`config.mk`:
```
export PLATFORM = sky130hd
export DESIGN_NAME = fir_uart_ctrl
export DESIGN_NICKNAME = d
export VERILOG_FILES = /design/src/rtl/fir_uart_ctrl.sv
export SDC_FILE = /design/constraint.sdc
export NUM_CORES = 1
export LEC_CHECK = 0
export CORE_MARGIN = 5
export CORE_UTILIZATION = 60
export CTS_BUF_LIST = sky130_fd_sc_hd__clkbuf_4
export DETAILED_ROUTE_END_ITERATION = 16
export GPL_ROUTABILITY_DRIVEN = 1
export PLACE_DENSITY = 0.92
export RECOVER_POWER = 100
export REMOVE_ABC_BUFFERS = 1
export SLEW_MARGIN = 30
export SYNTH_ARGS = -nofsm -noshare
export SYNTH_HDL_FRONTEND = slang
export SYNTH_SLANG_ARGS = --single-unit
export TNS_END_PERCENT = 30
```
`constraint.sdc`:
```
create_clock -name i_clk -period 5.6 [get_ports i_clk]
set_input_delay 1.12 -clock i_clk [delete_from_list [all_inputs] [get_ports i_clk]]
set_output_delay 1.12 -clock i_clk [all_outputs]
set_load 0.05 [all_outputs]
```
`src/rtl/fir_uart_ctrl.sv`:
```
// Sequencer between UART RX/TX and the FIR: RX bytes become FIR samples, FIR results are queued and sent.
// Define FIR_UART_CTRL_SAT8_EN to send each result as one byte, saturated to signed DATA_W.
module fir_uart_ctrl #(
  parameter int unsigned DATA_W     = 8,
  parameter int unsigned RES_W      = 16,
  parameter int unsigned FIFO_DEPTH = 4
) (
  input  logic                          i_clk,
  input  logic                          i_rst,
  input  logic                          i_start,
  input  logic [DATA_W-1:0]             i_rx_data,
  input  logic                          i_rx_done,
  output logic [DATA_W-1:0]             o_fir_in,
  output logic                          o_fir_in_valid,
  input  logic [RES_W-1:0]              i_fir_out,
  input  logic                          i_fir_out_valid,
  output logic [DATA_W-1:0]             o_tx_data,
  output logic                          o_tx_start,
  input  logic                          i_tx_busy,
  output logic                          o_busy,
  output logic                          o_overflow,
  output logic [$clog2(FIFO_DEPTH):0]   o_fifo_count
);

  localparam int unsigned PTR_W = $clog2(FIFO_DEPTH);
  localparam logic [PTR_W:0] FULL_COUNT = (PTR_W + 1)'(FIFO_DEPTH);

  typedef enum logic [2:0] {
    StIdle,
    StLoad,
    StSendHi,
    StWaitHiAck,
    StWaitHiDone,
    StSendLo,
    StWaitLoAck,
    StWaitLoDone
  } state_e;

  state_e            r_state;
  state_e            w_state_next;
  logic [DATA_W-1:0] r_fir_in;
  logic              r_fir_in_valid;
  logic [RES_W-1:0]  r_mem [FIFO_DEPTH];
  logic [PTR_W-1:0]  r_wr_ptr;
  logic [PTR_W-1:0]  r_rd_ptr;
  logic [PTR_W:0]    r_count;
  logic              r_overflow;
  logic [DATA_W-1:0] r_tx_data;
  logic              w_empty;
  logic              w_full;
  logic              w_pop;
  logic              w_push;
  logic [RES_W-1:0]  w_head;
  logic [DATA_W-1:0] w_first_byte;

  // Sample path
  always_ff @(posedge i_clk) begin
    if (i_rst) begin
      r_fir_in       <= '0;
      r_fir_in_valid <= 1'b0;
    end else begin
      r_fir_in_valid <= i_rx_done & i_start;
      if (i_rx_done && i_start) begin
        r_fir_in <= i_rx_data;
      end
    end
  end

  // Result FIFO; LOAD only ever follows a non-empty IDLE, so pop never underflows.
  assign w_empty = (r_count == '0);
  assign w_full  = (r_count == FULL_COUNT);
  assign w_pop   = (r_state == StLoad);
  assign w_push  = i_fir_out_valid & (~w_full | w_pop);
  assign w_head  = r_mem[r_rd_ptr];

  always_ff @(posedge i_clk) begin
    if (w_push) begin
      r_mem[r_wr_ptr] <= i_fir_out;
    end
  end

  always_ff @(posedge i_clk) begin
    if (i_rst) begin
      r_wr_ptr   <= '0;
      r_rd_ptr   <= '0;
      r_count    <= '0;
      r_overflow <= 1'b0;
    end else begin
      if (w_push) r_wr_ptr <= r_wr_ptr + PTR_W'(1);
      if (w_pop)  r_rd_ptr <= r_rd_ptr + PTR_W'(1);
      if (w_push && !w_pop) begin
        r_count <= r_count + (PTR_W + 1)'(1);
      end else if (w_pop && !w_push) begin
        r_count <= r_count - (PTR_W + 1)'(1);
      end
      if (i_fir_out_valid && w_full && !w_pop) begin
        r_overflow <= 1'b1;
      end
    end
  end

`ifdef FIR_UART_CTRL_SAT8_EN
  // Fits in signed DATA_W when every bit from the DATA_W-1 position up equals the sign.
  logic [RES_W-DATA_W:0] w_upper;
  assign w_upper = w_head[RES_W-1:DATA_W-1];

  always_comb begin
    w_first_byte = w_head[DATA_W-1:0];
    if (!((&w_upper) || !(|w_upper))) begin
      w_first_byte = w_head[RES_W-1] ? {1'b1, {(DATA_W-1){1'b0}}} : {1'b0, {(DATA_W-1){1'b1}}};
    end
  end
`else
  logic [DATA_W-1:0] r_hold_lo;
  assign w_first_byte = w_head[RES_W-1:DATA_W];

  always_ff @(posedge i_clk) begin
    if (i_rst) begin
      r_hold_lo <= '0;
    end else if (w_pop) begin
      r_hold_lo <= w_head[DATA_W-1:0];
    end
  end
`endif

  // tx_data is loaded ahead of each SEND state and held until the next byte is due.
  always_ff @(posedge i_clk) begin
    if (i_rst) begin
      r_tx_data <= '0;
    end else if (w_pop) begin
      r_tx_data <= w_first_byte;
`ifndef FIR_UART_CTRL_SAT8_EN
    end else if (r_state == StWaitHiDone && !i_tx_busy) begin
      r_tx_data <= r_hold_lo;
`endif
    end
  end

  always_ff @(posedge i_clk) begin
    if (i_rst) begin
      r_state <= StIdle;
    end else begin
      r_state <= w_state_next;
    end
  end

  always_comb begin
    w_state_next = r_state;
    unique case (r_state)
      StIdle: begin
        if (!w_empty && !i_tx_busy) w_state_next = StLoad;
      end
`ifdef FIR_UART_CTRL_SAT8_EN
      StLoad:       w_state_next = StSendLo;
`else
      StLoad:       w_state_next = StSendHi;
`endif
      StSendHi:     w_state_next = StWaitHiAck;
      StWaitHiAck:  if (i_tx_busy) w_state_next = StWaitHiDone;
      StWaitHiDone: if (!i_tx_busy) w_state_next = StSendLo;
      StSendLo:     w_state_next = StWaitLoAck;
      StWaitLoAck:  if (i_tx_busy) w_state_next = StWaitLoDone;
      StWaitLoDone: if (!i_tx_busy) w_state_next = StIdle;
      default:      w_state_next = StIdle;
    endcase
  end

  assign o_fir_in       = r_fir_in;
  assign o_fir_in_valid = r_fir_in_valid;
  assign o_tx_data      = r_tx_data;
  assign o_tx_start     = (r_state == StSendHi) || (r_state == StSendLo);
  assign o_busy         = ~w_empty | (r_state != StIdle);
  assign o_overflow     = r_overflow;
  assign o_fifo_count   = r_count;

endmodule

```
==> reports/metrics.cfg, run 1 <==
[cts]
post_cts_buffers = 0
htreeDepth = 3
cts_tree = done
clock_path_buffers = 2
hold_buffers = 0
cts_buffers = 9
cts_resized = 0
clock-root-buffer = clkbuf_4
clk_pin_slew_ps = 160
insertion_delay_ps = 450
cts_sinks = 102

[power]
p_leak_uw = 0.00164
power_density_nw_per_um2 = 394
vdd_ir_drop_max_mv = 0.276

[grt]
overflow = 0
grt_pass1_wl_um = 11700
grt_max_degree = 36
grt_antenna_before_repair = 0
first_global_vias = 2291
track_usage_pct = 18.0

[sta]
slew_viol_final = 0
fin_tns_setup_ps = 0
worstMarginPinSlew_ps = 1470
maxSlewHeadroom_pct = 1.73
setup_viol = 0
whs_ps = 463
grt_setup_unrepaired = no
fin_worst_skew_ps = 20.2
fmax_mhz = 247
fin_crit_ps = 4050
hold_violations = 0
finalCritPeriodShare_pct = 72.4

[min_path]
hp-start = o_fir_in[7]
holdPathEnd = o_fir_in[7]
whs_path_depth = 2
hold_class = register to register

[synthesis]
synth_area_um2 = 3970
ys_seq_elements = 102
synth_cells = 266
yosysTopAreaCell = edfxtp_1
syn_area_per_cell_um2 = 14.9
synth.top_cell.area_share_pct = 48.4
synthTopCellsByArea = edfxtp_1 (48%), dfxtp_1 (19%), mux4_1 (9.9%)
seq_area_frac_synth_pct = 67.6
yosysWarnings = 0
synth_cell_types = 36

[worst_setup_path]
crit_arrival_ps = 4410
r2r_start = r_state[0]
cp_max_fo = 15
critical_path_required_ps = 5960
endpoint_kind = register
reg2reg_setup_slack_ps = 1550
critical_path_class = register to register
r2r_cells = 9
reg2reg_to = o_fifo_count[2]
startpoint_type = register

[finish]
final_cell_count_no_fill = 397
final_design_area_no_fill_um2 = 4660
fill_cells = 397
area_growth_pct = 17.4
diodes = 0
post-route-util_pct = 72.9
drive_gt1_share_pct = 6.25
fin_nets = 351

[die]
die_h_um = 91.3
die-width_um = 91.3
pin_count = 53
initial_core_util_pct = 62.1
dieArea_um2 = 8340
fp-row-count = 29
core_um2 = 6390

[run]
max_cap_violations = 0

[placement]
port_buffers = 52
dp_cells = 381
gp_congestion = 0.835
dpl.hpwl_um = 4960
place_area_um2 = 4510

[route]
drt_iter0_drc = 146
antenna_violating_nets_post_route = 0
routedWlPerCell_um = 18.3
vias = 2275
viasPerCell = 5.73
drt_wl_total_um = 7250
route.detailed.drc = 0
drtPass1Iterations = 5

[status]
outcome = finished clean

## per-stage QoR
step	setup slack [ps]	power [µW]
4_1_cts	2160	1860
5_1_grt	1070	1930
3_5_place_dp	2260	1470
6_report	1550	1840
3_3_place_gp	2340	1440
2_1_floorplan	2770	1290
## logic make-up after synthesis
kind of cell / after synthesis / share of synthesized area, %
DFF: 102 / 67.6
adders and majority gates: 6 / 2.08
muxes: 19 / 11.3
and+or+nand+nor: 79 / 9.78
xor gates and xnor gates: 2 / 0.442
AOI/OAI and AO/OA: 37 / 6.09
buffers and inverters: 21 / 2.71
## worst max path at each step
stage,start,end,depth (start not counted)
global route,r_state[0],o_fifo_count[2],9
global placement,i_fir_out_valid,o_fifo_count[2],9
finish,r_state[0],o_fifo_count[2],9
detailed placement,r_state[0],o_fifo_count[2],9
CTS,r_state[0],o_fifo_count[2],9
floorplan,r_state[0],o_fifo_count[2],9
## registers in the layout (all words and copies together), names as in the netlist, named ones only
| name | flops |
|---|---|
| o_overflow | 1 |
| o_tx_data | 8 |
| r_mem | 64 |
| o_fir_in | 8 |
| r_state | 3 |
| o_fir_in_valid | 1 |
| r_wr_ptr | 2 |
| o_fifo_count | 3 |
| r_rd_ptr | 2 |
| r_hold_lo | 8 |
## report_power, final
group	internal (µW)	leakage, µW	switching (µW)	total (µW)
Sequential	903	0.000897	73.7	977
Clock	147	0.0000818	253	400
Combinational	181	0.000657	278	459
Total	1230	0.00164	604	1840
## synth_stat cells
cell type / n
nor2_1: 11
nand3_1: 10
dfxtp_1: 38
or3_1: 2
nor3b_2: 1
o21ai_0: 2
or4b_1: 1
a2111o_1: 1
buf_12: 1
and2_0: 1
nor4b_1: 2
a21oi_1: 23
a41oi_1: 1
ha_1: 5
a31oi_2: 1
xor2_1: 2
buf_1: 2
buf_6: 1
nand2_1: 31
buf_2: 4
mux2_2: 1
mux2i_1: 2
o211ai_1: 1
nand2b_1: 5
fa_1: 1
a221o_1: 7
edfxtp_1: 64
nor3_1: 3
mux4_2: 1
inv_1: 6
nor2_2: 1
clkbuf_1: 7
o22ai_1: 1
nor4_1: 1
and2_1: 10
mux4_1: 15
## per-layer routing
layer  up-vias  share of wire [%]  GRT usage (%)
li1       1103                  -              -
met1      1062                 43           23.7
met3        11                6.9           6.36
met4         0                1.3           5.87
met5         -                  0              0
met2        99                 49           28.1
## worst max-delay path: stages, from the launching register on
cell	delay, ps
dfxtp_1	530
nor3b_1	1100
inv_1	540
a31oi_2	490
ha_1	240
inv_1	60
fa_1	370
xor2_1	160
or3_1	320
a21oi_1	150
## cell usage in the layout (no fill, tap or decap), types with 6 or more instances in the layout
cell,count
clkdlybuf4s50_1,12
clkbuf_4,9
dlygate4sd3_1,40
a21oi_1,23
inv_1,6
edfxtp_1,64
mux4_1,15
and2_1,6
a221o_1,7
nand3_1,10
dfxtp_1,38
nor2_1,11
nand2_1,31
## final cells by class
cell class | count | area [µm²] | area share [%]
Clock buffer | 9 | 67.6 | 1.45
Timing Repair Buffer | 53 | 524 | 11.3
Sequential cell | 102 | 2680 | 57.6
Tap cell | 77 | 96.3 | 2.07
Inverter | 6 | 22.5 | 0.484
Multi-Input combinational cell | 143 | 1170 | 25.2
Clock inverter | 7 | 91.3 | 1.96
Note: power is estimated with default switching activity, not from simulation.
==> inputs of run 2 (changes only) <==
- CORE_UTILIZATION: 60 -> 51
- PLACE_DENSITY: 0.92 -> 0.84
- clock period: 5.6 -> 3.3 ns (I/O delays scaled with it)
==> reports/metrics.cfg, run 2 (same netlist as run 1, synthesis figures left out) <==
[status]
outcome = finished clean

[worst_setup_path]
critical_path_required_ps = 3650
max_stage_delay_ps = 520
critical_path_class = register to register
critPathTopFamily = adder cells
critPathSlowestCell = dfxtp_1
worstSetupStartpoint = r_state[0]
crit_arrival_ps = 3100
cp_max_fo = 12
crit_chain = nor3b_1 -> buf_4 -> inv_1 -> a31oi_2 -> ha_1 -> inv_1 -> fa_1 -> xor2_1 -> or3_1 -> a21oi_1
startpoint_type = register
crit_buf_inv = 3
crit_top_cell = inv_1
endpoint_kind = register
r2r_start = r_state[0]

[grt]
grt_antenna_before_repair = 0
grt-busiest-layer = met2
grt_max_degree = 27
overflow = 0
grt_use_met1_pct = 20.6
first_global_vias = 2251
grt_pass1_wl_um = 11400
met2_usage_pct = 24.0
track_usage_pct = 15.1
grtUsageMet3_pct = 3.64

[cts]
clock_path_buffers = 2
clk_pin_slew_ps = 150
cts_tree = done
cts_buffers = 9
clock-root-buffer = clkbuf_4
insertion_delay_ps = 430
cts_sinks = 102
cts_resized = 0
post_cts_buffers = 0
htreeDepth = 3
hold_buffers = 0

[min_path]
hold_class = register to register
hp-start = o_fir_in[0]

[power]
seqPwrFrac_pct = 53.9
clockPowerShare_pct = 19.6
vdd_ir_drop_max_mv = 0.334
switchingPower_uw = 1010
p_int_uw = 2030
power_density_nw_per_um2 = 647
swShare_pct = 33.4
p_leak_uw = 0.00164
combPwrFrac_pct = 26.5

[finish]
largest_reg_flops = 64
final_common_cell = edfxtp_1
drive_gt1_share_pct = 7.01
post-route-util_pct = 61.5
largest-register = r_mem
diodes = 0
fin_nets = 359
fill_cells = 570
area_growth_pct = 18.4
final_cell_mix = edfxtp_1 (64), dlygate4sd3_1 (40), dfxtp_1 (38)

[route]
drt_wl_total_um = 7110
vias = 2340
drt_iter0_drc = 104
viasPerCell = 5.44
antenna_violating_nets_post_route = 0
route.detailed.drc = 0
drtPass1Iterations = 4
routedWlPerCell_um = 16.5

[die]
core_um2 = 7650
pin_count = 53
dieArea_um2 = 9640
fp-row-count = 32
die-width_um = 98.2
initial_core_util_pct = 51.9
die_h_um = 98.2

[sta]
fin_tns_setup_ps = 0
fin_crit_ps = 2750
hold_violations = 0
fin_worst_skew_ps = 18.5
grt_setup_unrepaired = no
slew_viol_final = 0
maxSlewHeadroom_pct = 28.3
worstMarginPinSlew_ps = 1080
finalCritPeriodShare_pct = 83.3
fmax_mhz = 364
setup_viol = 0

[placement]
dpl.hpwl_um = 4940
port_buffers = 52
gp_congestion = 0.764

[run]
max_cap_violations = 0

==> run 2: changes by cell type in the layout (fill, tap and decap cells not counted), sizes merged <==
cell    delta
bufinv     -1
buf        +3
clkbuf     +5
inv        +2
clkinv     -1
==> run 2: per-layer routing <==
metal	routed length, µm	up-vias	share of wire (%)
li1	-	1123	-
met1	3200	1132	45
met2	3390	76	48
met3	454	9	6.4
met4	74	0	1.0
met5	0	-	0
==> run 2: layout make-up <==
cell class,count,area (µm²),area share (%)
multi-input combinational,143,1170,24.9
clock inverter,7,61.3,1.30
inverter,6,22.5,0.479
tap,102,128,2.72
clock buffer,9,67.6,1.44
timing repair buffer,61,566,12.0
sequential,102,2680,57.1
==> run 2: power by group through the flow <==
stage	Combinational [µW]	Sequential, µW	Clock [µW]
after floorplan	408	1790	0
after global placement	833	1660	0
after detailed placement	846	1670	0
after CTS	848	1640	611
after global routing	873	1660	662
final	806	1640	595
==> run 2: final timing paths <==
check | end | slack [ps] | depth (start not counted)
worst min register to register | o_fir_in[0] | 460 | 2
worst max-delay path | o_fifo_count[2] | 550 | 10
worst max register to register | o_fifo_count[2] | 550 | 10
worst min-delay path | o_fir_in[0] | 460 | 2
==> run 2: metrics by stage <==
stage | area [µm²] | hold WS, ps | power (µW) | instances | worst slack [ps]
6_report | 4700 | 462 | 3040 | 430 | 550
3_3_place_gp | 4600 | 443 | 2490 | 414 | 495
2_1_floorplan | 3880 | 430 | 2200 | 251 | 466
3_5_place_dp | 4600 | 446 | 2520 | 414 | 418
4_1_cts | 4730 | 466 | 3100 | 430 | 574
5_1_grt | 4700 | 479 | 3200 | 430 | 258
==> run 2: worst min-delay path, stage by stage (launching register included) <==
cell     delay [ps]
dfxtp_1         330
nand2_1          50
a21oi_1          50
